--- src/rtl/cp0_pkg.sv ---
// Shared CP0 constants: register numbers, exception codes, handler vector
// and the EPC computation used when a request is taken.
package cp0_pkg;

  localparam logic [4:0] REG_SR    = 5'd12;
  localparam logic [4:0] REG_CAUSE = 5'd13;
  localparam logic [4:0] REG_EPC   = 5'd14;
  localparam logic [4:0] REG_PRID  = 5'd15;

  typedef enum logic [4:0] {
    EXC_INT  = 5'd0,
    EXC_ADEL = 5'd4,
    EXC_ADES = 5'd5,
    EXC_RI   = 5'd10,
    EXC_OV   = 5'd12
  } exc_code_e;

  localparam logic [31:0] HANDLER_ADDR = 32'h0000_4180;

  // Word-aligned PC of the faulting instruction, backed up to the branch
  // when the instruction sits in a delay slot.
  function automatic logic [31:0] epc_of(input logic [31:0] pc, input logic bd);
    return (pc & 32'hFFFF_FFFC) - (bd ? 32'd4 : 32'd0);
  endfunction

endpackage

--- src/rtl/cp0_req_arb.sv ---
// Interrupt/exception request arbitration and next-ExcCode selection;
// interrupts win over a simultaneous exception.
module cp0_req_arb
  import cp0_pkg::*;
(
  input  logic       i_ie,
  input  logic       i_exl,
  input  logic [5:0] i_im,
  input  logic [5:0] i_hw_int,
  input  logic [4:0] i_exc_code,
  output logic       o_req,
  output logic       o_int_req,
  output logic [4:0] o_next_exc
);

  logic w_exc_req;

  assign o_int_req  = i_ie & ~i_exl & (|(i_hw_int & i_im));
  assign w_exc_req  = (i_exc_code != 5'd0) & ~i_exl;
  assign o_req      = o_int_req | w_exc_req;
  assign o_next_exc = o_int_req ? EXC_INT : i_exc_code;

endmodule

--- src/rtl/cp0_unit.sv ---
// Coprocessor-0 register file (SR, Cause, EPC, PRId) at the MEM stage;
// raises the pipeline flush/redirect request and serves mfc0/mtc0/eret.
module cp0_unit
  import cp0_pkg::*;
#(
  parameter logic [31:0] PRID = 32'h2019_0007
) (
  input  logic        clk,
  input  logic        rst_n,
  input  logic [31:0] pcIn,
  input  logic        bdIn,
  input  logic [4:0]  excCodeIn,
  input  logic [5:0]  hwInt,
  input  logic        we,
  input  logic [4:0]  addr,
  input  logic [31:0] wdata,
  input  logic        eretIn,
  output logic [31:0] rdata,
  output logic [31:0] epcOut,
  output logic        reqOut
);

  logic [5:0]  r_im;
  logic        r_exl;
  logic        r_ie;
  logic        r_bd;
  logic [5:0]  r_ip;
  logic [4:0]  r_exc_code;
  logic [31:0] r_epc;

  logic        w_req;
  logic        w_int_req;
  logic [4:0]  w_next_exc;

  cp0_req_arb u_req_arb (
    .i_ie       (r_ie),
    .i_exl      (r_exl),
    .i_im       (r_im),
    .i_hw_int   (hwInt),
    .i_exc_code (excCodeIn),
    .o_req      (w_req),
    .o_int_req  (w_int_req),
    .o_next_exc (w_next_exc)
  );

  always_ff @(posedge clk or negedge rst_n) begin
    if (!rst_n) begin
      r_im       <= '0;
      r_exl      <= 1'b0;
      r_ie       <= 1'b0;
      r_bd       <= 1'b0;
      r_ip       <= '0;
      r_exc_code <= '0;
      r_epc      <= '0;
    end else begin
      r_ip <= hwInt;
      if (w_req) begin
        // A write from the faulting instruction must not commit.
        r_exl      <= 1'b1;
        r_exc_code <= w_next_exc;
        r_bd       <= bdIn;
        r_epc      <= epc_of(pcIn, bdIn);
      end else if (we) begin
        case (addr)
          REG_SR: begin
            r_im  <= wdata[15:10];
            r_exl <= wdata[1];
            r_ie  <= wdata[0];
          end
          REG_EPC: r_epc <= wdata;
          default: ;
        endcase
      end else if (eretIn) begin
        r_exl <= 1'b0;
      end
    end
  end

  always_comb begin
    rdata = 32'd0;
    case (addr)
      REG_SR:    rdata = {16'd0, r_im, 8'd0, r_exl, r_ie};
      REG_CAUSE: rdata = {r_bd, 15'd0, r_ip, 3'd0, r_exc_code, 2'd0};
      REG_EPC:   rdata = r_epc;
      REG_PRID:  rdata = PRID;
      default:   rdata = 32'd0;
    endcase
  end

  assign reqOut = w_req;
  assign epcOut = r_epc;

  // Tie-in keeps the interrupt-request tap observable for debug visibility.
  logic w_unused;
  assign w_unused = w_int_req;

endmodule
--- config.mk ---
export PLATFORM = sky130hd
export DESIGN_NAME = cp0_unit
export DESIGN_NICKNAME = d
export VERILOG_FILES = /design/src/rtl/cp0_pkg.sv /design/src/rtl/cp0_req_arb.sv /design/src/rtl/cp0_unit.sv
export SDC_FILE = /design/constraint.sdc
export NUM_CORES = 1
export LEC_CHECK = 0
export ABC_CLOCK_PERIOD_IN_PS = 2050
export CORE_UTILIZATION = 38
export CTS_CLUSTER_SIZE = 24
export DETAILED_ROUTE_END_ITERATION = 10
export GPL_ROUTABILITY_DRIVEN = 0
export GPL_TIMING_DRIVEN = 0
export HOLD_SLACK_MARGIN = 0.15
export PLACE_DENSITY = 0.78
export SLEW_MARGIN = 5
export SYNTH_ARGS = -nofsm -noshare
export SYNTH_HDL_FRONTEND = slang
export SYNTH_SLANG_ARGS = --single-unit
--- constraint.sdc ---
create_clock -name clk -period 2.05 [get_ports clk]
set_input_delay 0.41 -clock clk [delete_from_list [all_inputs] [get_ports clk]]
set_output_delay 0.41 -clock clk [all_outputs]
set_load 0.02 [all_outputs]
# Yosys cells after proc, flatten, opt, wreduce, memory -nomap -nowiden
# Index checks and enable logic that the tools add are counted.
[op_classes]
add_sub_neg = 1
eq_ne = 5
mux = 10
bitwise = 7
n_reduce_logical = 8
[ops]
columns = ["operator", "count"]
rows = [
  ["$pmux W32 S4", 1],
  ["$mux W32", 3],
  ["$sub A32 B3 Y32", 1],
  ["$eq A5 B4 Y1 const B", 4],
  ["$and A6 B6 Y6", 1],
  ["$reduce_or A6 Y1", 1],
  ["$mux W5", 1],
  ["$reduce_bool A5 Y1", 1],
  ["$mux W1", 4],
  ["$reduce_and A2 Y1", 2],
  ["$reduce_bool A2 Y1", 2],
  ["$and A1 B1 Y1", 3],
  ["$mux W3", 1],
  ["$ne A3 B1 Y1 const B", 1],
  ["$reduce_and A3 Y1", 1],
  ["$reduce_bool A3 Y1", 1],
  ["$not A1 Y1", 2],
  ["$or A1 B1 Y1", 1],
]
[word_totals]
reg_bits = 52
in_bits = 85
out_inout_bits = 65
wordCells = 38

# Longest topological paths before layout
[logic_depth]
word_depth = 6
ltp_mapped = 9
depth_no_buf = 8

# Cells and area by module
# A second synthesis with hierarchy kept.
[hier_totals]
cells_unflattened = 354
hier_area_um2 = 3359.5
[modules_own_cells]
columns = ["mod", "instances", "cells_each", "area_each_um2", "seq_area_each_um2"]
rows = [
  ["cp0_unit", 1, 341, 3251.9, 1301.2],
  ["cp0_req_arb", 1, 13, 107.6, 0.0],
]

# Least setup slack after synthesis
# OpenSTA, ideal clock, no wires.
[synth_timing]
path_type = "input port to flip-flop"
startpoint = "input pcIn[2]"
endpoint = "register r_epc[30] (netlist: epcOut[30])"
setup_time_ns = 0.145
arrival_time_ns = 2.194
required_ns = 1.905
setup_slack_ns = -0.288
stages = 8
path_buffers = 0
path_cell_list = "inv_1 > ha_1 > ha_1 > nor3b_2 > nand4_1 > or4_4 > o31ai_1 > a32oi_1"
[synth_between]
elab_chain_len = 2
[synth_lines]
columns = ["item", "line_no", "rtl"]
rows = [
  ["from (decl)", "cp0_unit.sv:10", "input logic [31:0] pcIn,"],
  ["$sub A32 B3 Y32", "cp0_pkg.sv:23", "return (pc & 32'hFFFF_FFFC) - (bd ? 32'd4 : 32'd0);"],
  ["$mux W32", "cp0_unit.sv:57", "if (w_req) begin"],
  ["to (signal assigned)", "cp0_unit.sv:62", "r_epc <= epc_of(pcIn, bdIn);"],
  ["to (signal assigned)", "cp0_unit.sv:70", "REG_EPC: r_epc <= wdata;"],
  ["to (decl)", "cp0_unit.sv:29", "logic [31:0] r_epc;"],
]
# Every way passes these cells.
# A chain may end at the register's enable or synchronous reset.

# Final worst setup path
[layout_timing]
startpoint = "input pcIn[17]"
endpoint = "register r_epc[28] (netlist: epcOut[28])"
# Same word-level chain as after synthesis.

==> results.md <==
- DR vias: 3735
- Sink Count: 52
- Clock Latency Late Sink: ~0.31 ns
- Drt first pass iters: 8
- Met3 WL: 1.05 mm
- Crit-path max FO: 4
- Root Buffer: clkbuf_8
- Yosys top cell by area: dfrtp_1
- Wl on met1: 4.78 mm
- Finished Cell Area: 0.00528 mm²
- Total grt overflow: 0
- Clk pin slew, worst setup/hold paths: roughly 0.09 ns
- FMAX: 496 MHz
- Cell Area, Synth: ~0.0032 mm²
- Vert. Die Dim: approximately 94 µm
- Clk pwr share: 0.136
- Total wire length: 12.2 mm
- Worst-case clock buffer depth: 2
- Post-synth EDFFs: 0
- Core area: 0.00818 mm²
- Max IR drop VDD: approximately 650 µV
- First-pass GRT wire length: 18.6 mm
- DIE WIDTH: 93.8 µm
- Sequential share of the synthesized area: 0.407
- Syn Nets: 477
- Vias in the first global route: ~3800
- Element type at the critical path start: primary input
- Most frequent cells in the layout: clkdlybuf4s50_1 (84), nand2_1 (75), nor2_1 (52), dfrtp_1 (52), buf_4 (35)
- Critical path arrival: 2.25 ns
- CTS tree: yes
- Internal Pwr Total: 3.11 mW
- Number of buffers created by CTS: 5
- Combinational power share: 0.516
- Fin Hold WS: ~0.35 ns
- Worst r2r path cells: 6
- Area of the multi-input gates: 0.00198 mm²
- Critical path class: primary input to register
- Wire per inst: 18.2 µm
- CP Capture Type: register
- Ports: 150
- Pleak: roughly 2.4 nW
- Final setup viols: 0
- Slew Viols, Final: 0
- # rows: 33
- Hpwl dp: 8.72 mm
- Uppermost layer routed: met4
- Ratio of cells with drive above 1 in the final layout: 0.228
- Period minus WS final: approximately 2.0 ns
- P&R area growth vs syn: 65.0%
- Post-Place Worst Slack: -1.68 ns
- Register cell area after layout: 0.00130 mm²
- Fin nets: 653
- Leading post-synthesis cells by cell area: dfrtp_1 (41%), nand2_1 (8.9%), nor2_1 (6.2%), and3_1 (6.1%), a21oi_1 (4.5%)
- Max-cap violations: 0
- Commonest non-fill, non-tap cell in the layout: clkdlybuf4s50_1
- Status: finished with violations
- Routed Antenna Nets: 0
- Post-route DRC violation count: 2
- Die Footprint: 0.00879 mm²
- Seq pwr share: 0.348
- Synth Flop Type: dfrtp_1
- Placed Area: 0.00485 mm²
- Htree depth: 2
- Sw Ratio: 0.408
- Met2 wire length: 6.12 mm
- Synthesized instance count: 390
- Sw Pwr: 2.14 mW
- IO Port Bufs: ~150
- Min-Delay Path Depth: 3
- HP Class: primary input to register
- Final period util: 0.983
- Syn_area_per_cell: a little over 8 µm²
- DR iter-0 viols: 192
- Starting Density: 0.391
- Synth warn: 0
- Setup ws final: 0.0344 ns
- Worst-Margin Slew: a little over 0.6 ns
- Power Dens Cells: 994 mW/mm²
- Seq cells post-synth: 52
- Pin count of the biggest net entering global routing: 39
- Fill cells: 708
- Worst Path Required: ~2.3 ns
- Post-synth ARST share: 1.00
- Initial antenna violation count: 2
- Violated checks: DRC
- Final hold vios: 0
- GRT Overall Usage: 0.281
- Share of Yosys cell area claimed by the top area cell type: 0.407
- RSZ-0062 raised after global routing: yes
- Yosys cell types: 43
- Post-Layout Cell Count: 673
- Vias per cell: 5.55
- Placed insts: around 640
- Slew Limit Headroom: 0.587
- Setup Skew: 0.00388 ns
## metal layers
metal / global-route usage / vias to the layer above
li1: - / 1709
met4: 0.124 / 0
met1: 0.329 / 1813
met3: 0.0574 / 29
met2: 0.493 / 184
met5: 0 / -
## per-stage QoR
step	TNS, ns	utilization	power (mW)
after floorplan	-0.545	-	3.05
after global placement	-117.88	0.592	4.23
after detailed placement	-70.72	0.594	4.30
after CTS	-0.187	0.634	5.19
after global routing	-0.0107	0.646	5.54
final	0	0.646	5.25
## final timing paths
kind                            slack (ns)                      to                start
min in group asynchronous             0.56  epcOut[26]$_DFFE_PN0P_                rst_n
worst min register to register        0.49        r_bd$_DFFE_PN0N_     r_bd$_DFFE_PN0N_
max in group asynchronous             0.95  epcOut[12]$_DFFE_PN0P_                rst_n
worst min-delay path                  0.35        r_bd$_DFFE_PN0N_                 bdIn
worst max-delay path                  0.03  epcOut[28]$_DFFE_PN0P_             pcIn[17]
worst max register to register        0.12     r_im[0]$_DFFE_PN0P_  r_im[4]$_DFFE_PN0P_
## synth_stat cells, drive strengths merged (5+ instances only)
master	n
o21ai	7
mux2i	11
nor3	8
clkbuf	21
a31oi	11
and3	31
inv	5
dfrtp	52
mux2	7
a21oi	29
a22oi	8
xnor2	8
a32oi	5
nand2	76
xor2	13
nor4	6
nor2	53
nand3	5
## layout make-up
type,instances,share of cell area
clock inverter,2,0.00664
buffer,21,0.0282
sequential,52,0.246
timing repair buffer,173,0.298
antenna,1,0.000474
clock buffer,6,0.0137
inverter,5,0.00640
multi-input combinational,308,0.375
tap,105,0.0249
## power groups by stage
stage,logic [mW],registers [mW],clock network (mW)
floorplan,0.988,2.06,0
global placement,2.42,1.81,0
detailed placement,2.48,1.82,0
CTS,2.65,1.82,0.719
global route,2.91,1.88,0.750
finish,2.71,1.83,0.713
## kinds of logic after synthesis
group	share of synthesized area
xor gates and xnor gates	0.0575
buffers and inverters	0.0356
and+or+nand+nor	0.300
DFF	0.407
adders and majority gates	0.00782
muxes	0.0591
AOI/OAI and AO/OA	0.133
## flip-flops by register name, summed over array words and instances, names as in the netlist
signal and cells:
r_exc_code 5, epcOut 32, r_im 6, r_exl 1
r_ie 1, r_bd 1, r_ip 6
## worst max-delay path, cell delays in order
cell	delay (ns)
buf_8	0.09
or4_4	0.53
or3_4	0.35
or4_4	0.53
o21a_1	0.19
a32oi_1	0.14
## timing repair
item	CTS	global route
setup endpoints to repair	74	38
buffers inserted	15	10
cloned	2	0
hold buffers	1	0
hold endpoints to repair	14	0
pin swaps	17	16
gates resized for setup	224	29
(Power assumes the default switching activity.)
